==> src/rtl/grasspopper_stream_if.sv <==
// Byte-stream packer and result collector around the stall-free grasspopper encoder.
// Bytes are packed MSB-first into one block; results are captured into a credit-protected FWFT FIFO.
module grasspopper_stream_if #(
   parameter int BLOCK_BYTES = 32,
   parameter int PIPE_LAT    = 9,
   parameter int OUT_DEPTH   = 4
) (
   input  logic                               clk,
   input  logic                               rst,
   input  logic [7:0]                         in_byte_i,
   input  logic                               in_valid_i,
   input  logic                               in_last_i,
   output logic                               in_ready_o,
   output logic [8*BLOCK_BYTES-1:0]           enc_data_o,
   output logic                               enc_valid_o,
   input  logic [8*BLOCK_BYTES-1:0]           enc_data_i,
   output logic [8*BLOCK_BYTES-1:0]           out_data_o,
   output logic                               out_valid_o,
   input  logic                               out_ready_i,
   output logic [$clog2(OUT_DEPTH+1)-1:0]     inflight_o
);
   localparam int DW    = 8 * BLOCK_BYTES;
   localparam int CNT_W = (BLOCK_BYTES > 1) ? $clog2(BLOCK_BYTES) : 1;
   localparam int CRW   = $clog2(OUT_DEPTH + 1);
   localparam int OCC_W = CRW + 1;
   localparam int PTR_W = (OUT_DEPTH > 1) ? $clog2(OUT_DEPTH) : 1;

   typedef enum logic {FILL, FULL} state_t;

   state_t               state_reg, state_next;
   logic [CNT_W-1:0]     cnt_reg;
   logic [DW-1:0]        blk_reg;
   logic [PIPE_LAT-1:0]  dly_reg;
   logic [CRW-1:0]       inflight_reg;
   logic [CRW-1:0]       count_reg;
   logic [PTR_W-1:0]     rd_ptr_reg, wr_ptr_reg;
   logic [DW-1:0]        fifo_mem [OUT_DEPTH];

   logic                 accept, last_byte, credit, issue, fill_ready;
   logic                 capture, pop;
   logic [OCC_W-1:0]     occ;
   logic [BLOCK_BYTES-1:0] byte_sel;

   function automatic logic [PTR_W-1:0] ptr_inc(input logic [PTR_W-1:0] p);
      return (p == PTR_W'(OUT_DEPTH - 1)) ? '0 : p + PTR_W'(1);
   endfunction

   // Credit counts both captured results and blocks still inside the encoder.
   assign occ       = OCC_W'(count_reg) + OCC_W'(inflight_reg);
   assign credit    = occ < OCC_W'(OUT_DEPTH);
   assign accept    = in_valid_i && fill_ready;
   assign last_byte = in_last_i || (cnt_reg == CNT_W'(BLOCK_BYTES - 1));
   assign capture   = dly_reg[PIPE_LAT-1];
   assign pop       = out_valid_o && out_ready_i;

   for (genvar gi = 0; gi < BLOCK_BYTES; gi++) begin : g_sel
      assign byte_sel[gi] = accept && (cnt_reg == CNT_W'(gi));
   end

   always_ff @(posedge clk) begin
      if (rst) state_reg <= FILL;
      else     state_reg <= state_next;
   end

   always_comb begin
      state_next = state_reg;
      case (state_reg)
         FILL:    if (accept && last_byte) state_next = FULL;
         FULL:    if (credit) state_next = FILL;
         default: state_next = FILL;
      endcase
   end

   always_comb begin
      fill_ready = 1'b0;
      issue      = 1'b0;
      if (!rst) begin
         fill_ready = (state_reg == FILL);
         issue      = (state_reg == FULL) && credit;
      end
   end

   always_ff @(posedge clk) begin
      if (rst) begin
         cnt_reg      <= '0;
         blk_reg      <= '0;
         dly_reg      <= '0;
         inflight_reg <= '0;
         count_reg    <= '0;
         rd_ptr_reg   <= '0;
         wr_ptr_reg   <= '0;
      end else begin
         if (issue) begin
            blk_reg <= '0;
            cnt_reg <= '0;
         end else if (accept) begin
            for (int i = 0; i < BLOCK_BYTES; i++)
               if (byte_sel[i]) blk_reg[DW-8-8*i +: 8] <= in_byte_i;
            cnt_reg <= cnt_reg + CNT_W'(1);
         end
         dly_reg <= (dly_reg << 1) | PIPE_LAT'(issue);
         if (issue && !capture)      inflight_reg <= inflight_reg + CRW'(1);
         else if (capture && !issue) inflight_reg <= inflight_reg - CRW'(1);
         if (capture) wr_ptr_reg <= ptr_inc(wr_ptr_reg);
         if (pop)     rd_ptr_reg <= ptr_inc(rd_ptr_reg);
         if (capture && !pop)      count_reg <= count_reg + CRW'(1);
         else if (pop && !capture) count_reg <= count_reg - CRW'(1);
      end
   end

   always_ff @(posedge clk) begin
      if (!rst && capture) fifo_mem[wr_ptr_reg] <= enc_data_i;
   end

   assign in_ready_o  = fill_ready;
   assign enc_valid_o = issue;
   assign enc_data_o  = rst ? '0 : blk_reg;
   assign out_valid_o = !rst && (count_reg != '0);
   assign out_data_o  = out_valid_o ? fifo_mem[rd_ptr_reg] : '0;
   assign inflight_o  = rst ? '0 : inflight_reg;

   a_no_overflow: assert property (@(posedge clk) disable iff (rst)
      !(capture && count_reg == CRW'(OUT_DEPTH)));

endmodule
==> config.mk <==
export PLATFORM = sky130hd
export DESIGN_NAME = grasspopper_stream_if
export DESIGN_NICKNAME = d
export VERILOG_FILES = /design/src/rtl/grasspopper_stream_if.sv
export SDC_FILE = /design/constraint.sdc
export NUM_CORES = 2
export LEC_CHECK = 0
export ABC_AREA = 1
export CAP_MARGIN = 30
export CORE_MARGIN = 3
export CORE_UTILIZATION = 40
export CTS_BUF_LIST = sky130_fd_sc_hd__clkbuf_16
export DETAILED_ROUTE_END_ITERATION = 10
export HOLD_SLACK_MARGIN = 0.05
export PLACE_DENSITY_LB_ADDON = 0.25
export SYNTH_ARGS = -nofsm -noshare
export SYNTH_HDL_FRONTEND = slang
export SYNTH_SLANG_ARGS = --single-unit
export TNS_END_PERCENT = 10
==> constraint.sdc <==
create_clock -name clk -period 12.5 [get_ports clk]
set_clock_uncertainty 0.1 [all_clocks]
set_input_delay 1.25 -clock clk [delete_from_list [all_inputs] [get_ports clk]]
set_output_delay 1.25 -clock clk [all_outputs]
set_load 0.05 [all_outputs]
==> summary.txt <==
Status
  – Status: finished clean

Clock network
  – CTS Buf Count: 140
  – Clock buffer depth: 3
  – Clock tree sinks: 1,307
  – CTS Hold Buffers Added: 0
  – Root Buffer: clkbuf_16
  – Resized cells post-CTS: 0
  – Clock Latency Late Sink: ~760 ps
  – Htree depth: 4
  – CTS tree: yes
  – Setup bufs post-CTS: 0
  – Clock slew at reported path FFs: around 60 ps

Final layout
  – Cell Count, Final, Fillers Out: 7,457
  – Max reg flops: 1,024
  – Layout cells sized above 1: 0.0495
  – Commonest non-fill, non-tap cells in the layout: nor2_1, edfxtp_1, clkdlybuf4s50_1, o21ai_0, a21oi_1
  – Commonest non-fill, non-tap cell in the layout: nor2_1
  – Nets: 5,878
  – Util after Layout: 0.513
  – Area grow syn2layout: 26.9%

Placement
  – GPL Wtd Cong: 0.831
  – Port buffer count: 786
  – Cell count after placement: between 7,000 and 8,000
  – Final HPWL DP: roughly 92 mm

Worst setup path
  – Worst EP required: roughly 11,000 ps
  – R2r setup slk: 8890 ps
  – CP startpoint kind: flop
  – Worst setup path class: flop to primary output
  – Arrival time at the worst endpoint: 5630 ps
  – Critical path capture point type: primary output
  – Worst-case reg-to-reg path depth: 5
  – Worst-path maximum fanout: between 90 and 100
  – Reg-to-reg critical path startpoint: dly_reg[8]$_SDFF_PP0_
  – FF-to-FF End: fifo_mem[0][175]$_DFFE_PP_

Job
  – MaxCap Viol Count: 0

Detailed routing
  – Final ANT Viol Nets: 0
  – First-pass DRT Iterations: 5
  – Vias/cell: between 5 and 6
  – Vias post-DR: about 37,000
  – Post-Route WL: approximately 150 mm
  – Iter 0 DRT Violations: 2,988
  – DRC: 0
  – Routed wire length per instance: between 20 and 25 um

Min path
  – Hold Crit Class: flop to flop
  – Hold Path Depth: 2
  – Hold Crit Endpoint: dly_reg[4]$_SDFF_PP0_
  – Hold_sp: dly_reg[3]$_SDFF_PP0_

Power
  – Leak Pwr: between 20 and 25 nW
  – PwrDens: 134 nW/um2
  – Max VDD drop: about 0.00016 V

Synth
  – Synthesized instance count: just under 5,000
  – Synth area leaders: edfxtp_1, dfxtp_1, nor2_1, o21ai_0, a21oi_1
  – Syn_nets: around 5,200
  – Yosys warns: 0
  – Syn Area/Cell: 10.6 um2
  – #FFs+latches synth: 1,307
  – Mapped Area: 51,800 um2
  – Post-synth top area share: 0.593
  – Register area share after synthesis: 0.703
  – Area leader, netlist: edfxtp_1
  – Yosys cell types: 27

STA
  – Fin. max-slew vios: 0
  – RSZ-0062 raised after global routing: false
  – Slew HR: 0.313
  – Final hold vios: 0
  – Final TNS setup: 0 ps
  – Post-route clock period utilization: 0.558
  – Highest Clock Rate: 143 MHz
  – Final setup viols: 0
  – Least-Margin Pin Slew: 1030 ps
  – Crit path time final: 6980 ps

Global routing
  – Initial antenna violation count: 52
  – Vias in the first global route: approximately 36,000
  – Largest net degree at the start of global routing: 169
  – GRT overflow: 0
  – Global Route Usage Sum: 0.218
  – First-pass GRT wire length: between 200 and 250 mm

Floorplan
  – Die area: between 100,000 and 150,000 um2
  – Height of the chip: around 370 um
  – Num rows: roughly 130
  – Core area: 128,000 um2
  – Die Wd: roughly 370 um
  – Initial Utilization: 0.404
  – I/O Pins: approximately 800
## worst max-delay path by stage
stage,startpoint,to
5_1_grt,flop,out_data_o[226]
6_report,flop,out_data_o[226]
3_3_place_gp,rst,out_data_o[228]
2_1_floorplan,rst,fifo_mem[0][0]$_DFFE_PP_
4_1_cts,flop,out_data_o[226]
3_5_place_dp,flop,out_data_o[226]
## per-stage QoR
step	power [mW]	cell area, um2	setup WS [ps]	hold WS [ps]
after floorplan	4.85	51800	-808	288
after global placement	4.99	61000	5840	289
after detailed placement	5.00	61200	6050	293
after CTS	8.92	65600	5120	297
after global routing	9.12	65800	5210	312
final	8.83	65800	5520	283
## layout make-up
cell class | count | area (um2)
diodes | 26 | 65.1
clock buffers | 143 | 3580
clock inverters | 109 | 823
fillers | 11265 | 62400
inverters | 298 | 1130
multi-input cells | 3007 | 13100
flip-flops and latches | 1307 | 36400
well taps | 1729 | 2160
repair buffers | 838 | 8520
## report_power, final
group	total [mW]	internal, mW	switching (mW)
clock network	3.93	2.20	1.73
registers	4.68	4.68	0.00194
logic	0.223	0.0901	0.133
## critical path, stage by stage (launching register included)
cell and delay, ps:
dfxtp_4 840, buf_4 270, buf_16 290, buf_4 730
buf_4 880, nor2_1 130, nor2_1 130, o21ai_0 140
a21oi_1 330, clkdlybuf4s50_1 890
## cells in the mapped netlist
library cell / count
a211oi_1: 1
a21oi_1: 525
buf_1: 22
buf_2: 99
buf_4: 1
buf_6: 3
clkbuf_1: 174
dfxtp_1: 283
edfxtp_1: 1024
fa_1: 2
ha_1: 15
inv_1: 295
inv_2: 3
nand2_1: 482
nand2_2: 2
nand3_1: 29
nand3_4: 1
nand3b_1: 2
nand4_1: 1
nor2_1: 1333
nor2_2: 20
nor2_4: 5
nor2_8: 1
nor3_1: 1
o21ai_0: 585
or2_2: 1
xor2_1: 1
## cell families (layout without fill, tap and decap cells)
kind of cell | Yosys count | after routing | synth area share
compound gates | 1111 | 1111 | 0.107
xor+xnor | 1 | 1 | 0.000169
fa+ha+maj | 17 | 17 | 0.00439
buf+inv | 597 | 1388 | 0.0461
flops | 1307 | 1307 | 0.703
other cells | 0 | 26 | 0
simple gates | 1878 | 1878 | 0.139
## metal layers
layer  up-vias  track usage  routed length (um)
met1     17858        0.264               60000
met2      1185        0.360               72400
met4        46       0.0797                4710
li1      17939            -                   -
met3       263       0.0776               13100
met5         -            0                 318
(Power assumes the default switching activity.)
